File: src/rtl/cache_arbiter.sv
// cache_arbiter: shares one line-sized memory port between the I-cache fill
// path and the D-cache fill/writeback path. One transaction is in flight at
// a time. Contention is settled round-robin, and data wins the first tie
// after reset.
//
// Ports:
//   clk, reset             clock and synchronous active-high reset
//   i_read / i_address     I-side fill request, held until i_resp
//   i_resp / i_rdata       I-side completion pulse and fill data
//   d_read / d_write       D-side fill or writeback request, held until d_resp
//   d_address / d_wdata    D-side line address and writeback data
//   d_resp / d_rdata       D-side completion pulse and fill data
//   mem_read / mem_write   registered memory strobes, held until mem_resp
//   mem_address/mem_wdata  address and write data latched at grant
//   mem_resp / mem_rdata   memory completion pulse and read data
module cache_arbiter #(
  parameter int unsigned ADDR_WIDTH = 32,
  parameter int unsigned LINE_WIDTH = 256
) (
  input  logic                  clk,
  input  logic                  reset,
  input  logic                  i_read,
  input  logic [ADDR_WIDTH-1:0] i_address,
  output logic                  i_resp,
  output logic [LINE_WIDTH-1:0] i_rdata,
  input  logic                  d_read,
  input  logic                  d_write,
  input  logic [ADDR_WIDTH-1:0] d_address,
  input  logic [LINE_WIDTH-1:0] d_wdata,
  output logic                  d_resp,
  output logic [LINE_WIDTH-1:0] d_rdata,
  output logic                  mem_read,
  output logic                  mem_write,
  output logic [ADDR_WIDTH-1:0] mem_address,
  output logic [LINE_WIDTH-1:0] mem_wdata,
  input  logic                  mem_resp,
  input  logic [LINE_WIDTH-1:0] mem_rdata
);

  typedef enum logic [1:0] {
    IDLE,
    SERVE_I,
    SERVE_D
  } state_t;

  state_t state;
  logic   last_grant;  // 0 = I served last, 1 = D served last
  logic   d_req;
  logic   grant_d;

  // D wins when it is the only requester, or on a tie when I was served last.
  always_comb begin
    d_req   = d_read | d_write;
    grant_d = d_req & (~i_read | ~last_grant);
  end

  // Fill data goes straight through; only the completion pulse is steered.
  assign i_rdata = mem_rdata;
  assign d_rdata = mem_rdata;
  assign i_resp  = (state == SERVE_I) & mem_resp;
  assign d_resp  = (state == SERVE_D) & mem_resp;

  always_ff @(posedge clk) begin
    if (reset) begin
      state       <= IDLE;
      last_grant  <= 1'b0;
      mem_read    <= 1'b0;
      mem_write   <= 1'b0;
      mem_address <= '0;
      mem_wdata   <= '0;
    end else begin
      case (state)
        IDLE: begin
          if (grant_d) begin
            state       <= SERVE_D;
            last_grant  <= 1'b1;
            mem_address <= d_address;
            mem_wdata   <= d_wdata;
            // A writeback takes priority over a fill raised at the same time.
            mem_write   <= d_write;
            mem_read    <= ~d_write;
          end else if (i_read) begin
            state       <= SERVE_I;
            last_grant  <= 1'b0;
            mem_address <= i_address;
            mem_read    <= 1'b1;
            mem_write   <= 1'b0;
          end
        end
        SERVE_I, SERVE_D: begin
          if (mem_resp) begin
            state     <= IDLE;
            mem_read  <= 1'b0;
            mem_write <= 1'b0;
          end
        end
        default: begin
          state     <= IDLE;
          mem_read  <= 1'b0;
          mem_write <= 1'b0;
        end
      endcase
    end
  end

endmodule

File: config.mk
export PLATFORM = sky130hd
export DESIGN_NAME = cache_arbiter
export DESIGN_NICKNAME = d
export VERILOG_FILES = /design/src/rtl/cache_arbiter.sv
export SDC_FILE = /design/constraint.sdc
export NUM_CORES = 1
export LEC_CHECK = 0
export BUFFER_PORTS_ARGS = -buffer_cell sky130_fd_sc_hd__buf_2
export CORE_AREA = 3 3 536 538
export DETAILED_ROUTE_END_ITERATION = 12
export DIE_AREA = 0 0 539 541
export MAX_ROUTING_LAYER = met4
export SKIP_LAST_GASP = 1
export SYNTH_ARGS = -nofsm -noshare
export SYNTH_HDL_FRONTEND = slang
export SYNTH_SLANG_ARGS = --single-unit
File: constraint.sdc
create_clock -name clk -period 1.73 [get_ports clk]
set_input_delay 0.519 -clock clk [delete_from_list [all_inputs] [get_ports clk]]
set_output_delay 0.519 -clock clk [all_outputs]
set_load 0.05 [all_outputs]
Word-level counts from Yosys, hierarchy flattened
Index checks and enable logic that the tools add are counted.
{"block": "classes", "eq_ne": 4, "mux": 14, "bitwise": 8, "reduce_logical": 6}
{"operator": "2-to-1 mux 32 bit", "n": 2}
{"operator": "2-to-1 mux 1 bit", "n": 6}
{"operator": "2-to-1 mux 2 bit", "n": 3}
{"operator": "AND reduction 2 bit", "n": 3}
{"operator": "case mux 1 bit (2 select lines)", "n": 2}
{"operator": "case mux 2 bit (2 select lines)", "n": 1}
{"operator": "bitwise AND 1 bit", "n": 3}
{"operator": "!= test 3 bit (second input constant)", "n": 1}
{"operator": "inverter 1 bit", "n": 3}
{"operator": "== test 2 x 1 -> 1 bit (second input constant)", "n": 1}
{"operator": "== test 2 bit (second input constant)", "n": 1}
{"operator": "logical NOT 2 bit", "n": 1}
{"operator": "!= test 2 bit (second input constant)", "n": 1}
{"operator": "bitwise OR 1 bit", "n": 2}
{"operator": "nonzero test 2 bit", "n": 1}
{"operator": "OR reduction 2 bit", "n": 1}
{"block": "totals", "register_bits": 293, "in_bits": 582, "wordCells": 38}

Logic depth before layout (Yosys ltp)
Gate-level depths: netlist of the first run.
{"block": "depth", "depth_word": 5, "mapped_depth": 8}

Least setup slack after synthesis of the first run
No wires, ideal clock.
{"block": "synth_timing", "path_kind": "reg2reg", "start": "register state[0]", "end": "register mem_wdata[215]", "setup_ps": 70, "arrival_time_ps": 1478, "required_ps": 1660, "path_slack_ps": 181, "stages_incl_launch_ff": 9, "path_cell_list": "dfxtp_1 inv_1 ha_1 buf_4 inv_2 clkbuf_1 clkbuf_1 o21ai_0 a21oi_1"}
{"block": "synth_between", "elab_chain_len": 2}
{"element": "start, declared", "line_no": "46", "source": "state_t state;"}
{"element": "start signal, assigned", "line_no": "65", "source": "state <= IDLE;"}
{"element": "start signal, assigned", "line_no": "75", "source": "state <= SERVE_D;"}
{"element": "start signal, assigned", "line_no": "83", "source": "state <= SERVE_I;"}
{"element": "logical NOT 2 bit", "line_no": "72", "source": "case (state)"}
{"element": "AND reduction 2 bit (no source line)"}
{"element": "end signal, assigned", "line_no": "78", "source": "mem_wdata <= d_wdata;"}
{"element": "end, declared", "line_no": "35", "source": "output logic [LINE_WIDTH-1:0] mem_wdata,"}
Every way passes these cells.
A chain may end at the register's enable or synchronous reset.

Worst setup path after layout of the first run
{"block": "layout_timing", "start": "register state[0]", "end": "output port d_resp"}
{"block": "layout_between", "elab_chain_len": 2}
{"element": "== test 2 bit", "line_no": "61", "source": "assign d_resp = (state == SERVE_D) & mem_resp;"}
{"element": "bitwise AND 1 bit", "line_no": "61"}
{"element": "end, declared", "line_no": "30", "source": "output logic d_resp,"}
Every way passes these cells.

==> results of run 1 <==
-- cells in the final DEF (no fill, tap or decap), drive strengths merged, types with 8 or more instances in the layout --
cell / Yosys / routed
nand2: 66 / 66
diode: 0 / 27
a311oi: 32 / 32
dfxtp: 293 / 293
nor2: 33 / 33
a21oi: 258 / 258
nand3: 256 / 256
clkinv: 0 / 8
inv: 4 / 11
o21ai: 257 / 257
buf: 584 / 717
clkbuf: 89 / 61
-- stage by stage --
stage                     TNS, ns  cells  power, mW  utilization (%)
after CTS                   -9.26   5728       31.4             8.80
after global routing        -4.78   5783       33.5             9.07
final                      -0.540   5787       32.1             9.08
after detailed placement   -61.43   5657       19.2             6.89
after global placement     -53.73   5657       19.2             6.89
after floorplan                 0   1892       17.6                -
-- logic make-up after synthesis --
| group | after synthesis | synth area share (%) |
|---|---|---|
| DFF | 293 | 38.5 |
| buffers and inverters | 677 | 30.7 |
| AOI/OAI and AO/OA | 555 | 19.4 |
| and+or+nand+nor | 364 | 11.2 |
| adders and majority gates | 3 | 0.246 |
-- sequential cells by signal, indices dropped and copies added, names as in the netlist --
register	count
mem_wdata	256
mem_read	1
mem_write	1
state	2
last_grant	1
mem_address	32
-- per-layer routing --
metal,vias to the layer above,part of all wire (%)
met4,0,5.4
met2,1596,40
li1,6204,-
met1,6853,24
met3,474,30
met5,-,0
-- Yosys cell counts, types with 2 or more instances --
cell type / n / area [µm²]
a21oi_1: 258 / 1290
a311oi_1: 32 / 280
and2_1: 2 / 12.5
buf_1: 9 / 33.8
buf_2: 32 / 160
buf_4: 527 / 3960
buf_6: 16 / 180
clkbuf_1: 89 / 334
dfxtp_1: 293 / 5870
ha_1: 3 / 37.5
inv_1: 3 / 11.3
nand2_1: 66 / 248
nand2b_1: 4 / 25.0
nand3_1: 256 / 1280
nor2_1: 33 / 124
o21ai_0: 227 / 1140
o21ai_1: 30 / 150
o32ai_1: 3 / 26.3
-- final timing paths --
kind / startpoint / endpoint / slack (ns) / cells after the start
max: state[0] / d_resp / -0.27 / 4
max reg2reg: state[1] / mem_wdata[39] / 0.02 / 8
min: d_wdata[209] / mem_wdata[209] / 0.11 / 3
min reg2reg: mem_wdata[53] / mem_wdata[53] / 0.48 / 2
-- layout make-up --
| class | count | area share (%) |
|---|---|---|
| diodes | 27 | 0.263 |
| clock buffers | 50 | 4.12 |
| clock inverters | 17 | 1.01 |
| inverters | 4 | 0.161 |
| multi-input cells | 922 | 18.7 |
| flip-flops and latches | 293 | 24.6 |
| well taps | 3743 | 18.3 |
| repair buffers | 728 | 32.7 |
| repair inverters | 3 | 0.132 |
-- repair_timing --
item,4_1_cts,5_1_grt
endpoints found under the setup margin,292,355
gates resized for setup,1318,98
cloned,0,15
pin swaps,2,5
setup buffers,4,18
-- worst register-to-register path, stage by stage (launching register included) --
cell and delay, ns:
dfxtp_2 0.32, inv_2 0.06, buf_4 0.12, ha_4 0.21
buf_4 0.15, buf_16 0.19, buf_6 0.25, nand3_1 0.16
a21oi_1 0.18
-- where the power goes --
part	internal, mW	switching [mW]
logic	5.43	8.85
registers	7.94	1.01
clock network	4.97	3.90
==> summary.txt, run 1 <==
Placement
  – RePlAce Congestion: 0.918
  – PortBufs: 617
  – HPWL after detailed placement: 167000 µm
  – Post-Place Setup Slack: -0.326 ns
  – Placed Area: 0.0195 mm²

Drt
  – Detail Route Antenna Nets: 0
  – Total vias in the final route: 15.1k
  – Routed wire length: 193000 µm
  – Via/cell ratio: 2.61
  – 1st-pass router iterations: 6
  – DRC: 0
  – Initial DRC count: 1580
  – Drt wl/cell: 33.3 µm

Synthesis
  – Synth async-reset ratio: 0%
  – YS warnings: 0
  – Syn Std Cell Area: 0.0152 mm²
  – Syn Area/Cell: 8.06 µm²
  – Yosys cell types: 27
  – Ys flop type: dfxtp_1
  – Number of synthesized flops with an enable pin: 0
  – Sequential share of the synthesized area: 38.5%
  – #FFs+latches synth: 293
  – Syn Inst Count: 1892
  – Net Count, Synth: 2477

STA
  – Final worst setup slack: -0.271 ns
  – Fin. Hold Viols: 0
  – Transition time of the tightest slew-check pin: 0.364 ns
  – Worst hold slack: 0.112 ns
  – Max Clock Freq: 500 MHz
  – Max-slew headroom: 75.4%
  – Pins Over Slew Limit: 0
  – Count of final setup violators: 2
  – Fin crit share: 116%
  – Unrepaired setup endpoints after global routing: yes
  – Clock Skews: 0.0285 ns
  – Final worst path period need: 2.00 ns

Clock network
  – Cts bufs inserted: 38
  – Clk Latency, worst-skew pair: 0.65 ns
  – Hold Buf Count CTS: 0
  – Longest Clk Path Bufs: 3
  – Clock transition at the registers of the reported paths: 0.06 ns
  – Root Buffer: clkbuf_16
  – # H-tree levels: 2
  – Sink Count: 293
  – CTS tree: built

Floorplanning
  – Die width: 539 µm
  – Initial Utilization: 5.40%
  – I/O pin count: 1386
  – Die Area: 0.292 mm²
  – Core Region: 0.283 mm²
  – Rows: 195
  – Die span in y: 541 µm

Global routing
  – Met3 Usage GRT: 17.5%
  – GRT Overall Usage: 12.6%
  – Vias in the first global route: 14.1k
  – GRT busiest layer: met3
  – Pin count of the biggest net entering global routing: 52
  – Met2 Track Usage GR: 17.0%
  – Overflow after GRT: 0
  – Met1 Usage GRT: 8.55%
  – Initial antenna violation count: 89
  – First-pass GRT wire length: 219000 µm

Layout
  – Register area: 0.00632 mm²
  – Fill count: 32.9k
  – Synth-to-layout area growth: 68.2%
  – Layout cell share with drive strength beyond 1: 54.9%
  – Area of the multi-input gates: 0.00480 mm²
  – Post-route cell area: 0.0256 mm²
  – Final net count: 2575

Setup path
  – Crit start category: flip-flop
  – Crit path max fanout: 2
  – CP endpoint kind: output port
  – Crit path DAT: 1.48 ns
  – WP buf/inv: 2
  – Crit-path max cell delay: 0.32 ns
  – CP Cell Sequence: inv_2 > ha_2 > and2_4 > buf_12
  – Slowest CP cell: dfxtp_2
  – Top cell family by delay on the critical path: flip-flops
  – Critical path class: flip-flop to output port
  – Required @ worst endpoint: 1.21 ns

Power and ir drop
  – Cell Pwr Density: 1250 mW/mm²
  – LEAKAGE: 8.95 nW
  – Max VDD drop: 0.733 mV

Run status
  – Run status: complete, but fails checks
  – Failing checks: negative setup slack

Hold path
  – Hold/Removal Path Class: input port to flip-flop

Run
  – Max_cap viols: 0
Power figures use the tool's default switching activity.
==> run 2, diff against run 1 <==
clock period = 1.9 ns   (was 1.73 ns; I/O delays follow)
==> summary.txt, run 2 (synthesis results as in run 1) <==
Run status
  – Run status: complete, but fails checks (unchanged)
  – Failing checks: negative setup slack (unchanged)

Drt
  – Detail Route Antenna Nets: 0 (unchanged)
  – Routed wire length: 186000 µm (was 193000 µm)
  – DRC: 0 (unchanged)
  – Drt wl/cell: 32.1 µm (was 33.3 µm)
  – Total vias in the final route: 14.8k (was 15.1k)
  – 1st-pass router iterations: 6 (unchanged)
  – Via/cell ratio: 2.57 (was 2.61)
  – Initial DRC count: 1480 (was 1580)

Layout
  – Largest regs: mem_wdata x256, mem_address x32, state x2 (unchanged)
  – Most frequent cells in the layout: buf_2, dfxtp_1, a21oi_1, nand3_1, o21ai_0 (was buf_2, dfxtp_2, nand3_1, a21oi_1, buf_12)
  – Final net count: 2550 (was 2575)
  – Max FFs per register: 256 (unchanged)
  – Synth-to-layout area growth: 44.0% (was 68.2%)
  – Layout Cells excl Fill: 5780 (was 5787)
  – Layout cell share with drive strength beyond 1: 40.1% (was 54.9%)
  – Commonest non-fill, non-tap cell in the layout: buf_2 (unchanged)
  – Register bank with the most flops: mem_wdata (unchanged)

Setup path
  – Crit start category: flip-flop (unchanged)
  – FF-to-FF path depth: 5 (was 8)
  – CP endpoint kind: output port (unchanged)
  – Reg2Reg Launch Point: last_grant (was state[1])
  – Required @ worst endpoint: 1.33 ns (was 1.21 ns)
  – Crit path max fanout: 2 (unchanged)
  – Reg-to-reg setup timing slack: 0.12 ns (was 0.02 ns)
  – Critical register-to-register path endpoint: mem_address[9] (was mem_wdata[39])
  – Critical path class: flip-flop to output port (unchanged)
  – Crit path DAT: 1.50 ns (was 1.48 ns)

Power and ir drop
  – Comb pwr share: 39.7% (was 44.5%)
  – Cell-internal power: 14.6 mW (was 18.3 mW)
  – LEAKAGE: 7.88 nW (was 8.95 nW)
  – Cell Pwr Density: 1190 mW/mm² (was 1250 mW/mm²)
  – Clock share of power: 31.3% (was 27.6%)
  – Flop pwr share: 28.9% (was 27.9%)
  – Max VDD drop: 0.652 mV (was 0.733 mV)
  – Switching Fraction: 44.4% (was 42.9%)
  – Switch Pwr: 11.6 mW (was 13.8 mW)

STA
  – Max-slew headroom: 72.9% (was 75.4%)
  – Count of final setup violators: 2 (unchanged)
  – Transition time of the tightest slew-check pin: 0.406 ns (was 0.364 ns)
  – Fin crit share: 109%
  – Fin. Hold Viols: 0 (unchanged)
  – Unrepaired setup endpoints after global routing: yes (unchanged)
  – Final worst setup slack: -0.175 ns (was -0.271 ns)
  – Max Clock Freq: 482 MHz
  – Setup TNS: -0.343 ns (was -0.540 ns)
  – Pins Over Slew Limit: 0 (unchanged)
  – Clock Skews: 0.0217 ns (was 0.0285 ns)
  – Final worst path period need: 2.07 ns
  – Worst hold slack: 0.172 ns (was 0.112 ns)

Floorplanning
  – Core Region: 0.283 mm² (unchanged)
  – Die width: 539 µm (unchanged)
  – Initial Utilization: 5.40% (unchanged)
  – Die span in y: 541 µm (unchanged)
  – Rows: 195 (unchanged)
  – Die Area: 0.292 mm² (unchanged)
  – I/O pin count: 1386 (unchanged)

Hold path
  – Worst hold start: d_wdata[234] (was d_wdata[209])
  – Hold Path End: mem_wdata[234] (was mem_wdata[209])
  – Worst Hold Depth: 3 (unchanged)
  – Hold/Removal Path Class: input port to flip-flop (unchanged)

Clock network
  – CTS tree: built (unchanged)
  – Cts bufs inserted: 39 (was 38)
  – Longest Clk Path Bufs: 3 (unchanged)
  – Hold Buf Count CTS: 0 (unchanged)
  – Clk Latency, worst-skew pair: 0.65 ns (about the same)
  – Sink Count: 293 (unchanged)
  – # H-tree levels: 2 (unchanged)
  – Root Buffer: clkbuf_16 (unchanged)
  – Clock transition at the registers of the reported paths: 0.06 ns (about the same)

Run
  – Max_cap viols: 0 (unchanged)

Global routing
  – Met1 Usage GRT: 8.71% (was 8.55%)
  – First-pass GRT wire length: 217000 µm (was 219000 µm)
  – Met2 Track Usage GR: 16.7% (was 17.0%)
  – Pin count of the biggest net entering global routing: 87 (was 52)
  – Vias in the first global route: 13.8k (was 14.1k)
  – Overflow after GRT: 0 (unchanged)
  – Initial antenna violation count: 96 (was 89)
  – GRT Overall Usage: 12.5% (was 12.6%)
  – Met3 Usage GRT: 17.2% (was 17.5%)
  – GRT busiest layer: met3 (unchanged)

Placement
  – PortBufs: 617 (unchanged)
  – RePlAce Congestion: 0.932 (was 0.918)
  – # placed instances: 5666 (was 5657)
  – HPWL after detailed placement: 167000 µm (about the same)
run 2: repair_timing:
| item | CTS | global route |
|---|---|---|
| pin swaps | 0 | 0 |
| resized for setup | 354 | 6 |
| setup endpoints to repair | 239 | 8 |
| buffers inserted | 2 | 0 |
run 2: worst max-delay path, cell delays in order (launching register included):
cell     delay (ns)
dfxtp_2        0.34
inv_2          0.04
ha_1           0.17
and2_4         0.16
buf_12         0.15
run 2: worst max-delay path by stage:
stage	start	end	slack, ns	cells past startpoint
after floorplan	d_write	mem_wdata[175]	0.31	6
after global placement	d_read	mem_address[9]	-0.21	6
after detailed placement	d_read	mem_address[9]	-0.25	6
after CTS	state[1]	i_resp	-0.27	4
after global routing	state[1]	i_resp	-0.25	4
final	state[1]	i_resp	-0.17	4
run 2: area by class of cell:
cell class	count	area, µm²
inverter	4	22.5
clock buffer	53	1140
tap	3743	4680
multi-input combinational	922	4730
clock inverter	18	211
timing repair buffer	705	5170
antenna	42	105
sequential	293	5890
fill	33200	261000
run 2: routing by layer:
metal | part of all wire [%] | up-vias
li1 | - | 6164
met1 | 24 | 6649
met2 | 39 | 1530
met3 | 31 | 489
met4 | 5.6 | 0
met5 | 0 | -
run 2: per-stage QoR:
stage	setup WS [ns]	utilization, %	cell area (µm²)	total power, mW
after CTS	-0.269	7.73	21800	26.7
after detailed placement	-0.250	6.90	19500	17.5
after floorplan	0.306	-	15200	16.0
after global routing	-0.248	7.77	21900	27.5
after global placement	-0.210	6.90	19500	17.4
final	-0.175	7.77	22000	26.2
run 2: power by group through the flow:
| stage | Combinational, mW | Clock, mW | Sequential [mW] |
|---|---|---|---|
| after floorplan | 5.48 | 0 | 10.5 |
| after global placement | 9.89 | 0 | 7.55 |
| after detailed placement | 9.87 | 0 | 7.58 |
| after CTS | 10.5 | 8.59 | 7.57 |
| after global routing | 11.1 | 8.68 | 7.68 |
| final | 10.4 | 8.20 | 7.58 |
